===== src/rtl/filter_pkg.sv =====
// filter_pkg: shared state encoding, default frame geometry and frame-size helpers
package filter_pkg;
    typedef enum logic [2:0] {
        ST_IDLE  = 3'd0,
        ST_FETCH = 3'd1,
        ST_DRAIN = 3'd2,
        ST_DONE  = 3'd3,
        ST_ERR   = 3'd4
    } state_e;

    localparam int IMG_W_DEF   = 256;
    localparam int IMG_H_DEF   = 256;
    localparam int TIMEOUT_DEF = 1024;

    function automatic int frame_size(input int w, input int h);
        return w * h;
    endfunction

    // A 3x3 kernel without padding loses one pixel on every border.
    function automatic int out_count(input int w, input int h);
        return (w - 2) * (h - 2);
    endfunction
endpackage


===== src/rtl/filter_frame_ctrl_raster_addr_cnt.sv =====
// raster_addr_cnt: loadable up-counter that saturates at its terminal count
import filter_pkg::*;

module raster_addr_cnt #(
    parameter int           W  = 16,
    parameter logic [W-1:0] TC = '1
) (
    input  logic         clk,
    input  logic         rst,
    input  logic         load_i,
    input  logic [W-1:0] load_val_i,
    input  logic         inc_i,
    output logic [W-1:0] cnt_o,
    output logic         tc_o
);
    logic [W-1:0] cnt_q, cnt_d;

    always_comb begin
        tc_o  = cnt_q == TC;
        cnt_d = load_i ? load_val_i : (inc_i && !tc_o) ? cnt_q + 1'b1 : cnt_q;
        cnt_o = cnt_q;
    end

    always_ff @(posedge clk or negedge rst) begin
        if (!rst) cnt_q <= '0;
        else      cnt_q <= cnt_d;
    end
endmodule


===== src/rtl/filter_frame_ctrl.sv =====
// filter_frame_ctrl: streams one frame from the source RAM into the 3x3 kernel
// and writes the kernel results to the destination RAM, with drain timeout.
import filter_pkg::*;

module filter_frame_ctrl #(
    parameter int IMG_W   = IMG_W_DEF,
    parameter int IMG_H   = IMG_H_DEF,
    parameter int ADDR_W  = 16,
    parameter int OUT_CNT = out_count(IMG_W, IMG_H),
    parameter int TIMEOUT = TIMEOUT_DEF
) (
    input  logic              clk,
    input  logic              rst,
    input  logic              start_i,
    output logic              src_rd_o,
    output logic [ADDR_W-1:0] src_addr_o,
    input  logic [7:0]        src_data_i,
    output logic [7:0]        pix_o,
    output logic              pix_valid_o,
    input  logic [7:0]        res_i,
    input  logic              res_valid_i,
    output logic              dst_we_o,
    output logic [ADDR_W-1:0] dst_addr_o,
    output logic [7:0]        dst_data_o,
    output logic              busy_o,
    output logic              done_o,
    output logic              err_o
);
    localparam int TO_W = $clog2(TIMEOUT + 1);
    localparam logic [ADDR_W-1:0] RD_LAST = ADDR_W'(frame_size(IMG_W, IMG_H) - 1);
    localparam logic [ADDR_W-1:0] OUT_END = ADDR_W'(OUT_CNT);

    state_e              state_q, state_d;
    logic [TO_W-1:0]     to_cnt_q, to_cnt_d;
    logic                src_rd_q, src_rd_d;
    logic                pix_valid_q;
    logic                dst_we_q, dst_we_d;
    logic [ADDR_W-1:0]   dst_addr_q, dst_addr_d;
    logic [7:0]          dst_data_q, dst_data_d;
    logic                busy_q, busy_d;
    logic                done_q, done_d;
    logic                err_q, err_d;
    logic [ADDR_W-1:0]   rd_cnt, out_cnt;
    logic                rd_tc, out_tc;
    logic                accept, active, cap, fetch;

    raster_addr_cnt #(.W(ADDR_W), .TC(RD_LAST)) u_rd_cnt (
        .clk        (clk),
        .rst        (rst),
        .load_i     (accept),
        .load_val_i ('0),
        .inc_i      (fetch),
        .cnt_o      (rd_cnt),
        .tc_o       (rd_tc)
    );

    raster_addr_cnt #(.W(ADDR_W), .TC(OUT_END)) u_out_cnt (
        .clk        (clk),
        .rst        (rst),
        .load_i     (accept),
        .load_val_i ('0),
        .inc_i      (cap),
        .cnt_o      (out_cnt),
        .tc_o       (out_tc)
    );

    always_comb begin
        accept = state_q == ST_IDLE && start_i;
        fetch  = state_q == ST_FETCH;
        active = fetch || state_q == ST_DRAIN;
        cap    = active && res_valid_i && !out_tc;
        state_d = state_q;
        case (state_q)
            ST_IDLE:  state_d = start_i ? ST_FETCH : ST_IDLE;
            ST_FETCH: state_d = rd_tc ? ST_DRAIN : ST_FETCH;
            // Completion wins over a coincident timeout.
            ST_DRAIN: state_d = out_tc ? ST_DONE :
                                (to_cnt_q == TO_W'(TIMEOUT - 1) && !res_valid_i) ? ST_ERR : ST_DRAIN;
            default:  state_d = ST_IDLE;
        endcase
        to_cnt_d   = (state_q == ST_DRAIN && !res_valid_i) ? to_cnt_q + 1'b1 : '0;
        src_rd_d   = state_d == ST_FETCH;
        busy_d     = state_d != ST_IDLE;
        done_d     = state_d == ST_DONE;
        err_d      = accept ? 1'b0 : (state_d == ST_ERR) ? 1'b1 : err_q;
        dst_we_d   = cap;
        dst_addr_d = cap ? out_cnt : '0;
        dst_data_d = cap ? res_i : '0;
    end

    always_ff @(posedge clk or negedge rst) begin
        if (!rst) begin
            state_q     <= ST_IDLE;
            to_cnt_q    <= '0;
            src_rd_q    <= 1'b0;
            pix_valid_q <= 1'b0;
            dst_we_q    <= 1'b0;
            dst_addr_q  <= '0;
            dst_data_q  <= '0;
            busy_q      <= 1'b0;
            done_q      <= 1'b0;
            err_q       <= 1'b0;
        end else begin
            state_q     <= state_d;
            to_cnt_q    <= to_cnt_d;
            src_rd_q    <= src_rd_d;
            pix_valid_q <= src_rd_q;
            dst_we_q    <= dst_we_d;
            dst_addr_q  <= dst_addr_d;
            dst_data_q  <= dst_data_d;
            busy_q      <= busy_d;
            done_q      <= done_d;
            err_q       <= err_d;
        end
    end

    // Source RAM data arrives one cycle after the read, aligned with pix_valid_q.
    always_comb begin
        src_rd_o    = src_rd_q;
        src_addr_o  = src_rd_q ? rd_cnt : '0;
        pix_valid_o = pix_valid_q;
        pix_o       = pix_valid_q ? src_data_i : 8'd0;
        dst_we_o    = dst_we_q;
        dst_addr_o  = dst_addr_q;
        dst_data_o  = dst_data_q;
        busy_o      = busy_q;
        done_o      = done_q;
        err_o       = err_q;
    end
endmodule


===== config.mk =====
export PLATFORM = sky130hd
export DESIGN_NAME = filter_frame_ctrl
export DESIGN_NICKNAME = d
export VERILOG_FILES = /design/src/rtl/filter_pkg.sv /design/src/rtl/filter_frame_ctrl_raster_addr_cnt.sv /design/src/rtl/filter_frame_ctrl.sv
export SDC_FILE = /design/constraint.sdc
export NUM_CORES = 1
export LEC_CHECK = 0
export ABC_AREA = 1
export BUFFER_PORTS_ARGS = -buffer_cell sky130_fd_sc_hd__clkbuf_2
export CAP_MARGIN = 20
export CELL_PAD_IN_SITES_DETAIL_PLACEMENT = 2
export CELL_PAD_IN_SITES_GLOBAL_PLACEMENT = 2
export CORE_UTILIZATION = 33
export CTS_BUF_LIST = sky130_fd_sc_hd__clkbuf_8
export CTS_CLUSTER_SIZE = 8
export DETAILED_ROUTE_END_ITERATION = 8
export PLACE_DENSITY_LB_ADDON = 0.15
export SLEW_MARGIN = 5
export SYNTH_ARGS = -nofsm -noshare
export SYNTH_HDL_FRONTEND = slang
export SYNTH_SLANG_ARGS = --single-unit

===== constraint.sdc =====
create_clock -name clk -period 1.69 [get_ports clk]
set_input_delay 0.0845 -clock clk [delete_from_list [all_inputs] [get_ports clk]]
set_output_delay 0.0845 -clock clk [all_outputs]
set_load 0.02 [all_outputs]

==> flow_summary.toml <==
[synthesis]
synth_edf_count = 0
synth_largest_area_cell = "dfrtp_1"
syn_inst = 515
syn-cell-area_um2 = 4060
ys_seq_area_frac = 0.469
synth_flop_cell = "dfrtp_1"
ys_async_sr_fraction = 1.00
synth_top_area_frac = 0.469
ys_top_cells_by_area = "dfrtp_1 47%, nand2_1 12%, inv_1 6.8%"
synth_warnings = 0
avgSynthCellArea_um2 = 7.88
ys_seq_elements = 76
yosysUniqueCellTypes = 35
postSynthNetCount = 539

[detailed_routing]
dr.pass1.iters = 4
wl_met1_um = 6010
vias = 3905
wl_per_cell_um = 16.6
routed_wl_um = 13200
avgViaCountPerCell = 4.92
drc = 0
top_layer_used = "met4"
ant_nets = 0
initialDrtViolationCount = 105
wl_met2_um = 6620
wl_met3_um = 359

[clock_network]
clkSinkCount = 76
root_buffer = "clkbuf_8"
clk_transition_reported_paths_ps = 80
cts_max_level = 3
ctsLongestPathBuffers = 2
cts_tree = "yes"
clk_latency_ps = 380
cts_buffers = 9

[floorplanning]
fp-row-count = 40
die_w_um = 113
core-area_um2 = 12000
dieHeight_um = 113
dieArea_um2 = 12700
initial_core_util = 0.338
ios = 74

[critical_path]
cp-end-kind = "flip-flop"
required_ps = 1940
path_class = "reg2reg"
crit_arrival_ps = 1880
startpoint_type = "flip-flop"
path_max_fanout = 5

[pwr]
finalPower_mw = 3.97
switching_power_mw = 1.26
p_int_mw = 2.71
leakagePower_nw = 2.70
power_density_nw_per_um2 = 767
p_seq_frac = 0.509
power_frac_comb = 0.165
vdd_ir_drop_max_uv = 389
clock_power_share = 0.326
switching_share = 0.317

[layout]
syn_to_final_growth_pct = 27.6
n_antenna_cell = 0
mostFrequentLayoutCells = "125 x nand2_1, 75 x inv_1, 75 x dfrtp_1"
final_area_um2 = 5180
nets = 665
drive_above_1_share = 0.282
final_common_cell = "nand2_1"

[hold_path]
hold_path_class = "in2reg"

[global_routing]
antenna_found_initial = 0
track_usage = 0.218
gr-total-overflow = 0
grt_pass1_vias = 4272
grt_pass1_wl_um = 21300
grt_max_degree = 34

[sta]
period_minus_slack_ps = 1620
timing.final.ws_setup_ps = 66.8
slew_violations = 0
setup_viol = 0
min_period_over_period = 0.960
skew_ps = 14.9
relSlewSlack = 0.686
hold_viol = 0
worst-slew-pin-transition_ps = 471
fmax_ghz = 0.616

[place]
dp_slack_ps = -310
place_congestion = 0.778
place_hpwl_um = 9480
portBuffers = 73
place_area_um2 = 4850

[flow_run]
maxCapViolations = 0

[status]
status = "finished clean"
routing by layer:
| layer | vias to the layer above | global-route usage |
|---|---|---|
| li1 | 1865 | - |
| met1 | 1966 | 0.265 |
| met2 | 61 | 0.389 |
| met3 | 13 | 0.0354 |
| met4 | 0 | 0.0842 |
| met5 | - | 0 |
cells by family after synthesis:
group	after synthesis	synth area share
AND/OR/NAND/NOR	288	0.325
buffers and inverters	94	0.100
flip-flops	76	0.469
AO/OA/AOI/OAI	47	0.0802
XOR/XNOR	6	0.0130
adder cells (fa/ha/maj)	4	0.0123
cells in the mapped netlist (all sizes together) (3+ instances only):
library cell / n
nand2: 132
inv: 80
nor2: 79
dfrtp: 76
nand3: 41
o21ai: 34
nand4: 22
a21oi: 10
buf: 9
nor3: 7
xor2: 6
ha: 4
clkbuf: 3
o21bai: 3
cell type report:
cell class                      count  area (um^2)
Clock inverter                      6         32.5
Clock buffer                       10          138
Tap cell                          147          184
Timing Repair Buffer              127          812
Sequential cell                    76         1900
Multi-Input combinational cell    345         1770
Fill cell                        1397         6830
Inverter                           82          340
state kept, by name (all words and copies together), names as in the netlist:
signal,cells
err_o,1
pix_valid_o,1
to_cnt_q,11
busy_o,1
src_rd_o,1
dst_addr_o,16
dst_we_o,1
done_o,1
dst_data_o,8
u_out_cnt.cnt_o,16
u_rd_cnt.cnt_o,16
state_q,3
per-stage QoR:
stage	instances	TNS, ps	hold slack [ps]	utilization
5_1_grt	793	-38.5	53.3	0.431
3_3_place_gp	765	-1600	69.2	0.404
4_1_cts	790	0	19.3	0.428
2_1_floorplan	515	0	-211	-
6_report	793	0	27.8	0.431
3_5_place_dp	765	-2200	69.1	0.404
worst max-delay path, cell delays in order (launching register included):
cell and delay (ps):
dfrtp_2 440, inv_1 90, ha_2 200, nand3_2 90
nor2_4 130, nand2_4 90, nand2_8 120, clkinvlp_4 140
nand3_1 120, o21ai_0 90
power groups by stage:
stage / Sequential [mW] / Clock (mW) / Combinational, mW
floorplan: 2.09 / 0 / 0.328
global placement: 2.05 / 0 / 0.598
detailed placement: 2.06 / 0 / 0.620
CTS: 2.02 / 1.34 / 0.647
global route: 2.04 / 1.40 / 0.728
finish: 2.02 / 1.29 / 0.655
path summary, 6_finish.rpt:
path	start	end	slack (ps)	cells past startpoint
worst max register to register	u_out_cnt.cnt_o[0]$_DFFE_PN0P_	u_out_cnt.cnt_o[14]$_DFFE_PN0P_	70	9
worst min-delay path	res_valid_i	state_q[2]$_DFF_PN0_	30	4
worst min register to register	to_cnt_q[0]$_DFF_PN0_	to_cnt_q[0]$_DFF_PN0_	470	1
worst max-delay path	u_out_cnt.cnt_o[0]$_DFFE_PN0P_	u_out_cnt.cnt_o[14]$_DFFE_PN0P_	70	9
max in group asynchronous	rst	u_out_cnt.cnt_o[7]$_DFFE_PN0P_	820	3
min in group asynchronous	rst	dst_data_o[0]$_DFF_PN0_	220	2
timing repair:
action,4_1_cts,5_1_grt
gates cloned,0,0
hold endpoints to repair,39,0
buffers inserted,0,3
endpoints found under the setup margin,39,24
pin swaps,0,2
hold buffers,9,0
resized for setup,5,6
Power figures use the tool's default switching activity.
